File: config.mk
export PLATFORM = sky130hd
export DESIGN_NAME = fsync_expand_flat
export DESIGN_NICKNAME = d
export VERILOG_FILES = /design/src/rtl/fsync_pkg.sv /design/src/rtl/fsync_expand_if.sv /design/src/rtl/fsync_expand_stats.sv /design/src/rtl/fsync_expand.sv /design/src/flat_wrapper.sv
export SDC_FILE = /design/constraint.sdc
export NUM_CORES = 1
export LEC_CHECK = 0
export ABC_AREA = 1
export BUFFER_PORTS_ARGS = -buffer_cell sky130_fd_sc_hd__buf_2
export CAP_MARGIN = 20
export CORE_UTILIZATION = 38
export DETAILED_ROUTE_END_ITERATION = 12
export GPL_ROUTABILITY_DRIVEN = 0
export PLACE_DENSITY = 0.54
export RECOVER_POWER = 25
export SYNTH_ARGS = -nofsm -noshare
export SYNTH_HDL_FRONTEND = slang
export SYNTH_SLANG_ARGS = --single-unit
File: constraint.sdc
create_clock -name clk -period 7.8 [get_ports clk]
set_clock_uncertainty 0.15 [all_clocks]
set_input_delay 0.78 -clock clk [delete_from_list [all_inputs] [get_ports clk]]
set_output_delay 0.78 -clock clk [all_outputs]
set_load 0.05 [all_outputs]
File: src/rtl/fsync_pkg.sv
// Shared definitions for the flag synchronizer family: ratio-derived widths,
// the expander state encoding and the statistics counter width.
package fsync_pkg;

   localparam int STAT_W = 32'sd32;

   typedef enum logic [0:0] {
      ST_RUN = 1'b0,
      ST_ERR = 1'b1
   } state_e;

   // Largest legal per-cycle flag count for a given ratio: 2*|ratio|.
   function automatic int fsync_sn(input int ratio);
      if (ratio < 32'sd0) begin
         return -(32'sd2 * ratio);
      end else begin
         return 32'sd2 * ratio;
      end
   endfunction

   // Bits needed to carry 0..SN inclusive; never narrower than one bit.
   function automatic int fsync_iw(input int ratio);
      int w;
      w = $clog2(fsync_sn(ratio) + 32'sd1);
      if (w < 32'sd1) begin
         return 32'sd1;
      end else begin
         return w;
      end
   endfunction

endpackage

File: src/rtl/fsync_expand_if.sv
// Flag-count in / single-event out bundle for fsync_expand.
// Carries the statistics outputs when FSYNC_EXPAND_STATS_EN is defined.
interface fsync_expand_if
   import fsync_pkg::*;
#(
   parameter int IW = 3,
   parameter int CW = 8
) ();

   logic [IW-1:0]     icnt;
   logic              clr;
   logic              ovld;
   logic              ordy;
   logic [CW-1:0]     pend;
   logic              afull;
   logic              err;
`ifdef FSYNC_EXPAND_STATS_EN
   logic [STAT_W-1:0] stat_in;
   logic [STAT_W-1:0] stat_out;
   logic [CW-1:0]     stat_peak;

   modport master (
      output icnt, clr, ordy,
      input  ovld, pend, afull, err, stat_in, stat_out, stat_peak
   );
   modport slave (
      input  icnt, clr, ordy,
      output ovld, pend, afull, err, stat_in, stat_out, stat_peak
   );
`else
   modport master (
      output icnt, clr, ordy,
      input  ovld, pend, afull, err
   );
   modport slave (
      input  icnt, clr, ordy,
      output ovld, pend, afull, err
   );
`endif

endinterface

File: src/rtl/fsync_expand_stats.sv
// Traffic statistics for fsync_expand: accepted flags, takes and peak pending
// count. Instantiated only when FSYNC_EXPAND_STATS_EN is defined.
module fsync_expand_stats
   import fsync_pkg::*;
#(
   parameter int IW = 3,
   parameter int CW = 8
) (
   input  logic              clk,
   input  logic              rst_n,
   input  logic              clr,
   input  logic [IW-1:0]     acc,
   input  logic              take,
   input  logic [CW-1:0]     pend_nxt,
   output logic [STAT_W-1:0] stat_in,
   output logic [STAT_W-1:0] stat_out,
   output logic [CW-1:0]     stat_peak
);

   logic [STAT_W-1:0] in_r;
   logic [STAT_W-1:0] out_r;
   logic [CW-1:0]     peak_r;

   // Counters wrap naturally; peak follows the value pend takes on this edge.
   always_ff @(posedge clk or negedge rst_n) begin
      if (!rst_n) begin
         in_r   <= {STAT_W{1'b0}};
         out_r  <= {STAT_W{1'b0}};
         peak_r <= {CW{1'b0}};
      end else if (clr) begin
         in_r   <= {STAT_W{1'b0}};
         out_r  <= {STAT_W{1'b0}};
         peak_r <= {CW{1'b0}};
      end else begin
         in_r  <= in_r + STAT_W'(acc);
         out_r <= out_r + STAT_W'(take);
         if (pend_nxt > peak_r) begin
            peak_r <= pend_nxt;
         end
      end
   end

   assign stat_in   = in_r;
   assign stat_out  = out_r;
   assign stat_peak = peak_r;

endmodule

File: src/rtl/fsync_expand.sv
// Re-serializes per-cycle flag counts into single events under valid/ready.
// Optional statistics outputs are enabled by defining FSYNC_EXPAND_STATS_EN.
module fsync_expand
   import fsync_pkg::*;
#(
   parameter int RATIO = 2,
   parameter int CW    = 8,
   parameter int AFULL = (32'sd1 <<< CW) - 32'sd1 - fsync_sn(RATIO)
) (
   input  logic            clk,
   input  logic            rst_n,
   fsync_expand_if.slave   bus
);

   localparam int              SN      = fsync_sn(RATIO);
   localparam int              IW      = fsync_iw(RATIO);
   localparam logic [CW:0]     PMAX    = {1'b0, {CW{1'b1}}};
   localparam logic [IW-1:0]   SN_W    = IW'(SN);
   localparam logic [CW-1:0]   AFULL_W = CW'(AFULL);

   logic [CW-1:0] pend_r;
   logic [CW-1:0] pend_d;
   logic          afull_r;
   logic          afull_d;
   logic          err_r;
   logic          err_d;
   state_e        state_r;
   state_e        state_d;
   logic [IW-1:0] icnt_eff_s;
   logic          ill_s;
   logic          take_s;
   logic          ovf_s;
   logic [CW:0]   nxt_s;

   // ovld is pend != 0, so it can never depend on ordy combinationally.
   assign take_s = (pend_r != {CW{1'b0}}) && bus.ordy;

   // Pending-count arithmetic at CW+1 bits so saturation can be detected.
   always_comb begin
      ill_s = (bus.icnt > SN_W);
      if (ill_s) begin
         icnt_eff_s = SN_W;
      end else begin
         icnt_eff_s = bus.icnt;
      end
      nxt_s = {1'b0, pend_r} + (CW+1)'(icnt_eff_s) - (CW+1)'(take_s);
      ovf_s = (nxt_s > PMAX);
      if (ovf_s) begin
         pend_d = PMAX[CW-1:0];
      end else begin
         pend_d = nxt_s[CW-1:0];
      end
      afull_d = (pend_d >= AFULL_W);
   end

   // FSM state register.
   always_ff @(posedge clk or negedge rst_n) begin
      if (!rst_n) begin
         state_r <= ST_RUN;
      end else begin
         state_r <= state_d;
      end
   end

   // Next state: a fresh fault in the clearing cycle keeps the machine in ERR.
   always_comb begin
      state_d = state_r;
      case (state_r)
         ST_RUN: begin
            if (ovf_s || ill_s) begin
               state_d = ST_ERR;
            end else begin
               state_d = ST_RUN;
            end
         end
         ST_ERR: begin
            if (bus.clr && !(ovf_s || ill_s)) begin
               state_d = ST_RUN;
            end else begin
               state_d = ST_ERR;
            end
         end
         default: state_d = ST_RUN;
      endcase
   end

   // Output decode: err mirrors the state being entered.
   always_comb begin
      err_d = 1'b0;
      case (state_d)
         ST_RUN:  err_d = 1'b0;
         ST_ERR:  err_d = 1'b1;
         default: err_d = 1'b1;
      endcase
   end

   // Registered pending count and flags.
   always_ff @(posedge clk or negedge rst_n) begin
      if (!rst_n) begin
         pend_r  <= {CW{1'b0}};
         afull_r <= 1'b0;
         err_r   <= 1'b0;
      end else begin
         pend_r  <= pend_d;
         afull_r <= afull_d;
         err_r   <= err_d;
      end
   end

   assign bus.ovld  = (pend_r != {CW{1'b0}});
   assign bus.pend  = pend_r;
   assign bus.afull = afull_r;
   assign bus.err   = err_r;

`ifdef FSYNC_EXPAND_STATS_EN
   logic [IW-1:0] acc_s;

   // Flags actually stored this cycle; on saturation only the headroom counts.
   always_comb begin
      if (ovf_s) begin
         acc_s = IW'(PMAX - {1'b0, pend_r} + (CW+1)'(take_s));
      end else begin
         acc_s = icnt_eff_s;
      end
   end

   fsync_expand_stats #(
      .IW (IW),
      .CW (CW)
   ) u_stats (
      .clk       (clk),
      .rst_n     (rst_n),
      .clr       (bus.clr),
      .acc       (acc_s),
      .take      (take_s),
      .pend_nxt  (pend_d),
      .stat_in   (bus.stat_in),
      .stat_out  (bus.stat_out),
      .stat_peak (bus.stat_peak)
   );
`endif

endmodule

File: src/flat_wrapper.sv
// flat-port wrapper written by rule: the top's interface ports become plain ports
module fsync_expand_flat import fsync_pkg::*;
#(
   parameter int RATIO = 2,
   parameter int CW    = 8,
   parameter int AFULL = (32'sd1 <<< CW) - 32'sd1 - fsync_sn(RATIO)
)
  (clk, rst_n, bus_icnt, bus_clr, bus_ordy, bus_ovld, bus_pend, bus_afull, bus_err);
  fsync_expand_if #(.IW(3), .CW(CW)) bus_i ();
  input  logic clk;
  input  logic rst_n;
  input wire logic [$bits(bus_i.icnt)-1:0] bus_icnt;
  input wire logic [$bits(bus_i.clr)-1:0] bus_clr;
  input wire logic [$bits(bus_i.ordy)-1:0] bus_ordy;
  output wire logic [$bits(bus_i.ovld)-1:0] bus_ovld;
  output wire logic [$bits(bus_i.pend)-1:0] bus_pend;
  output wire logic [$bits(bus_i.afull)-1:0] bus_afull;
  output wire logic [$bits(bus_i.err)-1:0] bus_err;
  assign bus_i.icnt = bus_icnt;
  assign bus_i.clr = bus_clr;
  assign bus_i.ordy = bus_ordy;
  assign bus_ovld = bus_i.ovld;
  assign bus_pend = bus_i.pend;
  assign bus_afull = bus_i.afull;
  assign bus_err = bus_i.err;
  fsync_expand #(.RATIO(RATIO), .CW(CW), .AFULL(AFULL)) u_core (.clk(clk), .rst_n(rst_n), .bus(bus_i));
endmodule
==> qor.csv, run 1 <==
metric;value;unit
via count;778;
clock sink total;10;
register area share after synthesis;26.8;%
# hold bufs at CTS;0;
placed cell area;1040;µm²
CP Buf/Inv Count;2;
CTS tree;built;
Synth Cell Area;933;µm²
post-route ant nets;0;
EDFF count, synth;0;
total die area;2660;µm²
synthesis-stage register bit count;10;
RSZ-0062 raised after global routing;no;
Final Slew Violations;0;
delay-heaviest family, CP;simple AND/OR/NAND/NOR gates;
TNS Setup;0;ns
PortBufs;17;
WL final;1880;µm
largest net degree at the start of global routing;13;
post_cts resized;0;
# rows;17;
Antenna Cells;0;
clock-pin slew on the worst setup and hold paths;0.06;ns
reg2reg path depth;17;
ratio of cells with drive above 1 in the final layout;22.8;%
syn_nets;147;
Slew HR;65.5;%
Final Hold Fails;0;
first-iteration detailed-routing DRC count;15;
Crit path depth;17;
overflow left after global routing;0;
CP Class;flop to flop;
DIE WIDTH;51.6;µm
Reg2Reg Capture Point;u_core.bus.afull$_DFF_PN0_;
Core Box Area;2250;µm²
syn avg cell area;7.41;µm²
Initial Util;41.4;%
WP data arrival;3.14;ns
leading area contributor after synthesis;dfrtp_1;
fin crit share;39.9;%
die height;51.6;µm
slack of the worst reg-to-reg path;4.69;ns
Setup crit end kind;flop;
routed length per instance;10.8;µm
Mapped Cells;126;
Clock Latency Late Sink;0.26;ns
status;completed;
Crit Path Max Fanout;12;
first-pass GRT wire length;3400;µm
# DRC;0;
Max Cap Viol;0;
required time worst endpoint;7.84;ns
IO Count;18;
most frequent cell after synthesis;nand2_1;
critical path cell sequence;nor4_1 > nand3_1 > nand2_1 > inv_1 > ha_1 > inv_1 > ha_1 > fa_1 > nand2_1 > a21oi_4 > nand2_1 > nand2_1 > nand2_1 > nand2_2 > o21ai_0 > nand2_1 > nor2_1;
setup slack at placement;4.71;ns
Post-synth ARST share;100;%
slowest stage delay, CP;0.44;ns
post-synthesis cell type count;25;
design area;1060;µm²
synth top area cells;dfrtp_1 (27%), ha_1 (17%), nand2_1 (15%);
worst min path class;input pin to async pin;
Layout area overhead;13.9;%
Final WS setup;4.69;ns
1st-pass router iterations;4;
most frequent CP cell;nand2_1;
vias in the first global route;799;
Ys Warns;0;
worst slew pin tran;0.517;ns
initial antenna violation count;0;
CP max-delay cell;fa_1;
post-CTS setup repair buffer count;0;
post-synth top area share;26.8;%
Post-DP HPWL;1630;µm
Tmin final;3.11;ns
maximum clock path buffer count;2;
vias per cell;4.50;
critical path launch point;u_core.bus.pend[1]$_DFF_PN0_;
top cells by count, synth;nand2_1 (37), inv_1 (29), ha_1 (13);
Most used DFF post-synth;dfrtp_1;
total track usage;17.4;%
total CTS buffers;3;
final net count;168;
clk root buf;clkbuf_4;
Setup-failing EPs final;0;
crit start category;flop;
# H-tree levels;1;
reg2reg start;u_core.bus.pend[1]$_DFF_PN0_;
FMAX;322;MHz
==> worst max-delay path by stage <==
stage | endpoint | slack (ns)
floorplan | u_core.bus.afull$_DFF_PN0_ | 4.34
global placement | u_core.bus.afull$_DFF_PN0_ | 4.81
detailed placement | u_core.bus.afull$_DFF_PN0_ | 4.71
CTS | u_core.bus.afull$_DFF_PN0_ | 4.67
global route | u_core.bus.afull$_DFF_PN0_ | 4.30
finish | u_core.bus.afull$_DFF_PN0_ | 4.69
==> worst reg2reg max path: stages (launching register included) <==
cell and delay, ns:
dfrtp_1 0.42, nor4_1 0.33, nand3_1 0.18, nand2_1 0.09, inv_1 0.04, ha_1 0.25, inv_1 0.04, ha_1 0.22
fa_1 0.44, nand2_1 0.15, a21oi_4 0.08, nand2_1 0.10, nand2_1 0.06, nand2_1 0.07, nand2_2 0.14, o21ai_0 0.12
nand2_1 0.07, nor2_1 0.10
==> sequential cells by signal, summed over array words and instances, names as in the netlist <==
register and flops:
u_core.bus.pend 8, u_core.bus.afull 1, u_core.bus.err 1
==> logic make-up after synthesis <==
logic type      after synthesis  share of synthesized area (%)
simple gates                 59                           28.6
buf+inv                      32                           13.7
fa+ha+maj                    14                           19.6
flops                        10                           26.8
compound gates                8                           8.58
xor+xnor                      3                           2.82
==> cell usage in the layout (no fill, tap or decap) <==
cell / instances
o221ai_1: 1
inv_2: 2
o21ai_0: 1
clkbuf_4: 3
nor2_2: 3
dfrtp_1: 10
nand3_2: 1
and2_4: 1
nand3_1: 5
xor2_1: 1
a21oi_4: 2
inv_1: 29
nand3b_1: 2
a21oi_1: 1
clkbuf_1: 1
fa_1: 1
nand2_1: 37
nor4_1: 1
buf_2: 16
xnor2_1: 2
o21a_1: 1
nor2_1: 5
or2_1: 1
o21ai_2: 1
nand2_2: 3
o211ai_2: 1
ha_1: 13
==> through the flow <==
stage | utilization [%] | hold slack (ns) | cells
final | 47.2 | 0.316 | 173
after global routing | 47.2 | 0.346 | 173
after CTS | 47.2 | 0.220 | 173
after detailed placement | 46.2 | 0.395 | 170
after global placement | 46.2 | 0.393 | 170
after floorplan | - | 0.334 | 126
==> cell type report <==
class,count,area (µm²)
sequential,10,250
fill,258,1190
multi-input combinational,84,556
inverter,31,116
tap,28,35.0
clock buffer,3,22.5
timing repair buffer,17,83.8
==> per-layer routing <==
metal | vias to the layer above | track usage (%) | wire length (µm)
met2 | 17 | 31.6 | 941
li1 | 423 | - | -
met3 | 0 | 5.26 | 77
met5 | - | 0 | 0
met1 | 338 | 21.3 | 858
met4 | 0 | 0 | 0
Power of run 1 is left out: the tool's default activity adds up to more than one toggle a clock period on the data nets, which glitch-free logic cannot reach.
==> inputs of run 2 (changes only) <==
- ABC_AREA: 1 -> 0
- PLACE_DENSITY: 0.54 -> 0.55
- clock period: 7.8 -> 3 ns (I/O delays scaled with it)
==> qor.csv, run 2 <==
metric;value;unit;change
syn_nets;114;;-22%
first-iteration detailed-routing DRC count;8;;-7
clock sink total;10;;unchanged
total die area;2450;µm²;-7.9%
reg2reg path depth;13;;-4
Placed Cells;144;;-15%
most frequent CP cell;ha_4;;
CP max-delay cell;dfrtp_2;;
Crit Path Max Fanout;5;;-7
die height;49.5;µm;-4.0%
maximum clock path buffer count;2;;unchanged
Worst Hold Depth;3;;
Final Slew Violations;0;;unchanged
WL final;1970;µm;+4.8%
clk root buf;clkbuf_4;;
Slew HR;65.5;%;about the same
# rows;16;;-1
initial antenna violation count;0;;unchanged
CP Buf/Inv Count;2;;unchanged
worst hold slack;0.166;ns;-0.150 ns
Util after Layout;57.9;%;+11 points
failing checks;setup timing;;
overflow left after global routing;0;;unchanged
clock-pin slew on the worst setup and hold paths;0.06;ns;about the same
Ys Warns;0;;unchanged
Setup crit end kind;flop;;
slack of the worst reg-to-reg path;-0.02;ns;-4.71 ns
post-CTS setup repair buffer count;0;;unchanged
reg2reg start;u_core.bus.pend[3]$_DFF_PN0_;;
leading area contributor after synthesis;dfrtp_1;;
Max Cap Viol;0;;unchanged
Post-synth ARST share;100;%;unchanged
Antenna Cells;0;;unchanged
register area share after synthesis;29.2;%;+2.4 points
Crit path depth;13;;-4
ratio of cells with drive above 1 in the final layout;44.7;%;+22 points
status;complete, but fails checks;;
EDFF count, synth;0;;unchanged
IO Count;18;;unchanged
Clock Latency Late Sink;0.25;ns;about the same
syn avg cell area;9.22;µm²;+24%
# H-tree levels;1;;unchanged
top cells by count, synth;inv_1 (17), ha_1 (13), dfrtp_1 (10), nand2_1 (10), xnor2_1 (5);;
required time worst endpoint;2.98;ns;-4.86 ns
post-synthesis cell type count;31;;+24%
vias in the first global route;756;;-5.4%
fin crit share;101;%;+61 points
synthesis-stage register bit count;10;;unchanged
Tmin final;3.02;ns;-0.0934 ns
vias per cell;4.90;;+9.0%
Final Hold Fails;0;;unchanged
post-synth top area share;29.2;%;+2.4 points
most frequent cells in the layout;inv_1 (16), buf_2 (16), ha_1 (11);;
WP data arrival;3.00;ns;-0.14 ns
Setup-failing EPs final;6;;+6
worst min path class;input pin to flop;;
largest net degree at the start of global routing;11;;-2
first-pass GRT wire length;3370;µm;-0.79%
slowest stage delay, CP;0.42;ns;-0.02 ns
CTS tree;built;;
worst slew pin tran;0.517;ns;+0.000613 ns
Mapped Cells;93;;-26%
Synth Cell Area;857;µm²;-8.2%
delay-heaviest family, CP;adder cells;;
Worst Setup EP;u_core.bus.err$_DFF_PN0_;;
FMAX;332;MHz;+3.1%
crit start category;flop;;
synth top area cells;dfrtp_1 (29%), ha_1 (19%), inv_1 (7.4%);;
critical path launch point;u_core.bus.pend[3]$_DFF_PN0_;;
1st-pass router iterations;3;;-1
Reg2Reg Capture Point;u_core.bus.err$_DFF_PN0_;;
Layout area overhead;38.0;%;
# DRC;0;;unchanged
Initial Util;42.0;%;+0.57 points
total CTS buffers;3;;unchanged
DIE WIDTH;49.5;µm;-4.0%
CP Class;flop to flop;;
routed length per instance;13.1;µm;+21%
via count;735;;-5.5%
Most used DFF post-synth;dfrtp_1;;
RSZ-0062 raised after global routing;yes;;
total track usage;18.4;%;+1.0 points
most frequent cell after synthesis;inv_1;;
Finished Layout Cells;150;;-13%
number of flip-flops in the largest register;8;;unchanged
final net count;145;;-14%
Post-DP HPWL;1600;µm;-2.1%
PortBufs;17;;unchanged
post-route ant nets;0;;unchanged
Final WS setup;-0.0155;ns;-4.71 ns
Core Box Area;2040;µm²;-9.4%
critical path cell sequence;nor4_4 > nand3_2 > and2_4 > ha_4 > inv_2 > ha_4 > fa_2 > a21oi_4 > o21ai_4 > a21o_4 > a211oi_4 > buf_6 > nand3_1;;
-- run 2: worst min-delay path by stage --
stage,start,endpoint,slack (ns)
after CTS,bus_clr,u_core.bus.err$_DFF_PN0_,0.16
after detailed placement,rst_n,u_core.bus.pend[5]$_DFF_PN0_,0.02
after global placement,rst_n,u_core.bus.pend[5]$_DFF_PN0_,0.01
after floorplan,rst_n,u_core.bus.afull$_DFF_PN0_,-0.15
after global routing,bus_clr,u_core.bus.err$_DFF_PN0_,0.18
final,bus_clr,u_core.bus.err$_DFF_PN0_,0.17
-- run 2: timing repair --
item / 4_1_cts / 5_1_grt
hold endpoints to repair: 10 / 0
endpoints found under the setup margin: 10 / 10
hold buffers: 1 / 0
resized for setup: 12 / 4
gates cloned: 1 / 0
pin swaps: 2 / 0
-- run 2: metrics by stage --
step | setup TNS [ns] | instance area, µm² | setup slack [ns]
global route | -1.15 | 1180 | -0.132
floorplan | -4.25 | 882 | -0.469
detailed placement | -1.01 | 1050 | -0.120
finish | -0.0549 | 1180 | -0.0155
CTS | -0.0623 | 1170 | -0.0197
global placement | -0.0832 | 1050 | -0.0263
-- run 2: worst register-to-register path, cell delays in order (launching register included) --
cell	delay [ns]
dfrtp_2	0.42
nor4_4	0.28
nand3_2	0.09
and2_4	0.15
ha_4	0.26
inv_2	0.04
ha_4	0.15
fa_2	0.37
a21oi_4	0.18
o21ai_4	0.10
a21o_4	0.23
a211oi_4	0.25
buf_6	0.16
nand3_1	0.07
-- run 2: cell type report --
cell class | instances | area [µm²]
Inverter | 18 | 67.6
Multi-Input combinational cell | 65 | 634
Clock buffer | 4 | 26.3
Sequential cell | 10 | 259
Tap cell | 27 | 33.8
Fill cell | 199 | 860
Timing Repair Buffer | 26 | 161
-- run 2: cells by family (layout without fill, tap and decap cells) --
group | count (synthesis) | in the layout | share of synthesized area (%)
XOR/XNOR | 5 | 5 | 5.11
AO/OA/AOI/OAI | 19 | 19 | 20.1
buffers and inverters | 18 | 48 | 7.88
AND/OR/NAND/NOR | 27 | 27 | 16.4
adder cells (fa/ha/maj) | 14 | 14 | 21.3
flip-flops | 10 | 10 | 29.2
-- run 2: layer usage --
layer	track usage, %	vias to the layer above	routed length (µm)	share of wire, %
met5	0	-	0	0
met4	5.71	0	15	0.76
met3	2.47	4	37	1.9
met2	32.2	8	972	49
met1	23.3	347	943	48
li1	-	376	-	-
Power of run 2 is left out for the same reason.
==> inputs of run 3 (changes only) <==
- ABC_AREA: 0 -> 1
- PLACE_DENSITY: 0.55 -> 0.54
==> qor.csv, run 3 (synthesized netlist as in run 1, its figures left out) <==
metric;value;unit;change
Antenna Cells;0;;unchanged
most frequent cells in the layout;nand2_1 (35), inv_1 (29), buf_2 (16);;
Slew HR;65.6;%;+0.13 points
IO Count;18;;unchanged
RSZ-0062 raised after global routing;no;;
DR top layer;met4;;
number of flip-flops in the largest register;8;;unchanged
Filler cells;237;;+19%
DIE WIDTH;51.6;µm;+4.2%
first-pass GRT wire length;3310;µm;-1.8%
total die area;2660;µm²;+8.5%
Final Slew Violations;0;;unchanged
clock sink total;10;;unchanged
FMAX;355;MHz;+7.1%
Setup crit end kind;flop;;
Clock Latency Late Sink;0.26;ns;about the same
Final Hold Fails;0;;unchanged
Tmin final;2.82;ns;-0.199 ns
most frequent CP cell;nand2_1;;
largest net degree at the start of global routing;13;;+2
WL met3;37;µm;unchanged
final net count;170;;+17%
Multi-input gate area;598;µm²;-5.7%
die height;51.6;µm;+4.2%
Finished Layout Cells;176;;+17%
CP Class;flop to flop;;
Max Cap Viol;0;;unchanged
total CTS buffers;3;;unchanged
WL final;1840;µm;-6.4%
slack of the worst reg-to-reg path;0.18;ns;+0.20 ns
commonest non-fill, non-tap cell in the layout;nand2_1;;
Setup-failing EPs final;0;;-6
vias per cell;4.47;;-8.9%
Core Box Area;2250;µm²;+10%
Placed Cells;170;;+18%
CTS tree;built;;
post-route ant nets;0;;unchanged
TNS Setup;0;ns;+0.0549 ns
fin crit share;93.9;%;-6.6 points
WP data arrival;2.86;ns;-0.14 ns
total track usage;16.9;%;-1.5 points
required time worst endpoint;3.05;ns;+0.07 ns
first-iteration detailed-routing DRC count;19;;+11
met2 WL;824;µm;-15%
routed length per instance;10.5;µm;-20%
CP max-delay cell;dfrtp_2;;
worst min path class;input pin to flop;;
1st-pass router iterations;4;;+1
worst slew pin tran;0.516;ns;-0.00198 ns
placed cell area;1090;µm²;+3.2%
Layout area overhead;22.7;%;
clock-pin slew on the worst setup and hold paths;0.06;ns;about the same
design area;1140;µm²;-3.2%
# H-tree levels;1;;unchanged
clk root buf;clkbuf_4;;
critical path cell sequence;nor4_4 > nand3_4 > nand2_1 > inv_1 > ha_1 > inv_1 > ha_2 > fa_2 > nand2_2 > nand2_1 > nand3b_1 > nand2_1 > nand2_1 > nand2_1 > o21ai_2 > nand2_1 > nor2_1;;
# rows;17;;+1
slowest stage delay, CP;0.44;ns;+0.02 ns
vias in the first global route;775;;+2.5%
overflow left after global routing;0;;unchanged
via count;786;;+6.9%
maximum clock path buffer count;2;;unchanged
crit start category;flop;;
Reg area;258;µm²;-0.48%
PortBufs;17;;unchanged
Initial Util;41.4;%;-0.57 points
status;completed;;
ratio of cells with drive above 1 in the final layout;31.8;%;-13 points
# DRC;0;;unchanged
Post-DP HPWL;1620;µm;+1.5%
initial antenna violation count;0;;unchanged
WL met1;944;µm;+0.11%
Crit Path Max Fanout;3;;-2
## run 3: changes by cell type in the layout (fill, tap and decap cells not counted), moves of 2 or more
cell | before | now
nand2_1 | 6 | 35
xnor2_1 | 5 | 2
nor3_1 | 3 | 0
buf_4 | 6 | 1
a21o_1 | 4 | 0
buf_6 | 2 | 0
inv_1 | 16 | 29
nand3_1 | 1 | 4
nor2_2 | 0 | 3
nor2_1 | 0 | 5
ha_4 | 2 | 0
nand2b_1 | 3 | 0
nand3b_1 | 0 | 2
## run 3: worst paths after layout
| kind | from | end | depth (start not counted) |
|---|---|---|---|
| max | u_core.bus.pend[1]$_DFF_PN0_ | u_core.bus.afull$_DFF_PN0_ | 17 |
| min | bus_clr | u_core.bus.err$_DFF_PN0_ | 2 |
| max reg2reg | u_core.bus.pend[1]$_DFF_PN0_ | u_core.bus.afull$_DFF_PN0_ | 17 |
| min reg2reg | u_core.bus.err$_DFF_PN0_ | u_core.bus.err$_DFF_PN0_ | 2 |
| max in group asynchronous | rst_n | u_core.bus.pend[2]$_DFF_PN0_ | 2 |
| min in group asynchronous | rst_n | u_core.bus.pend[4]$_DFF_PN0_ | 2 |
## run 3: metrics by stage
stage	util, %	setup slack [ns]	hold slack [ns]
after floorplan	-	0.0164	-0.146
after global placement	48.2	0.175	0.0158
after detailed placement	48.2	0.124	0.0150
after CTS	50.3	0.101	0.127
after global routing	50.8	0.00334	0.135
final	50.8	0.184	0.127
## run 3: repair_timing
| item | CTS | global route |
|---|---|---|
| setup buffers | 0 | 1 |
| endpoints found under the setup margin | 0 | 1 |
| hold buffers | 1 | 0 |
| resized for setup | 0 | 1 |
| endpoints found under the hold margin | 10 | 0 |
## run 3: layout make-up
| class | instances | area share (%) |
|---|---|---|
| Sequential cell | 10 | 22.5 |
| Inverter | 31 | 10.2 |
| Clock buffer | 4 | 3.17 |
| Timing Repair Buffer | 19 | 8.85 |
| Multi-Input combinational cell | 84 | 52.2 |
| Tap cell | 28 | 3.06 |
## run 3: layer usage
metal / global-route usage, % / vias to the layer above
li1: - / 424
met1: 23.5 / 351
met2: 26.2 / 7
met3: 1.46 / 4
met4: 8.11 / 0
met5: 0 / -
## run 3: critical path, delay by kind of cell (launching register included)
| family | cells | cell delay [ns] |
|---|---|---|
| compound gates | 1 | 0.15 |
| fa+ha+maj | 3 | 0.82 |
| buf+inv | 2 | 0.08 |
| flops | 1 | 0.44 |
| simple gates | 11 | 1.12 |
Power of run 3 is left out for the same reason.
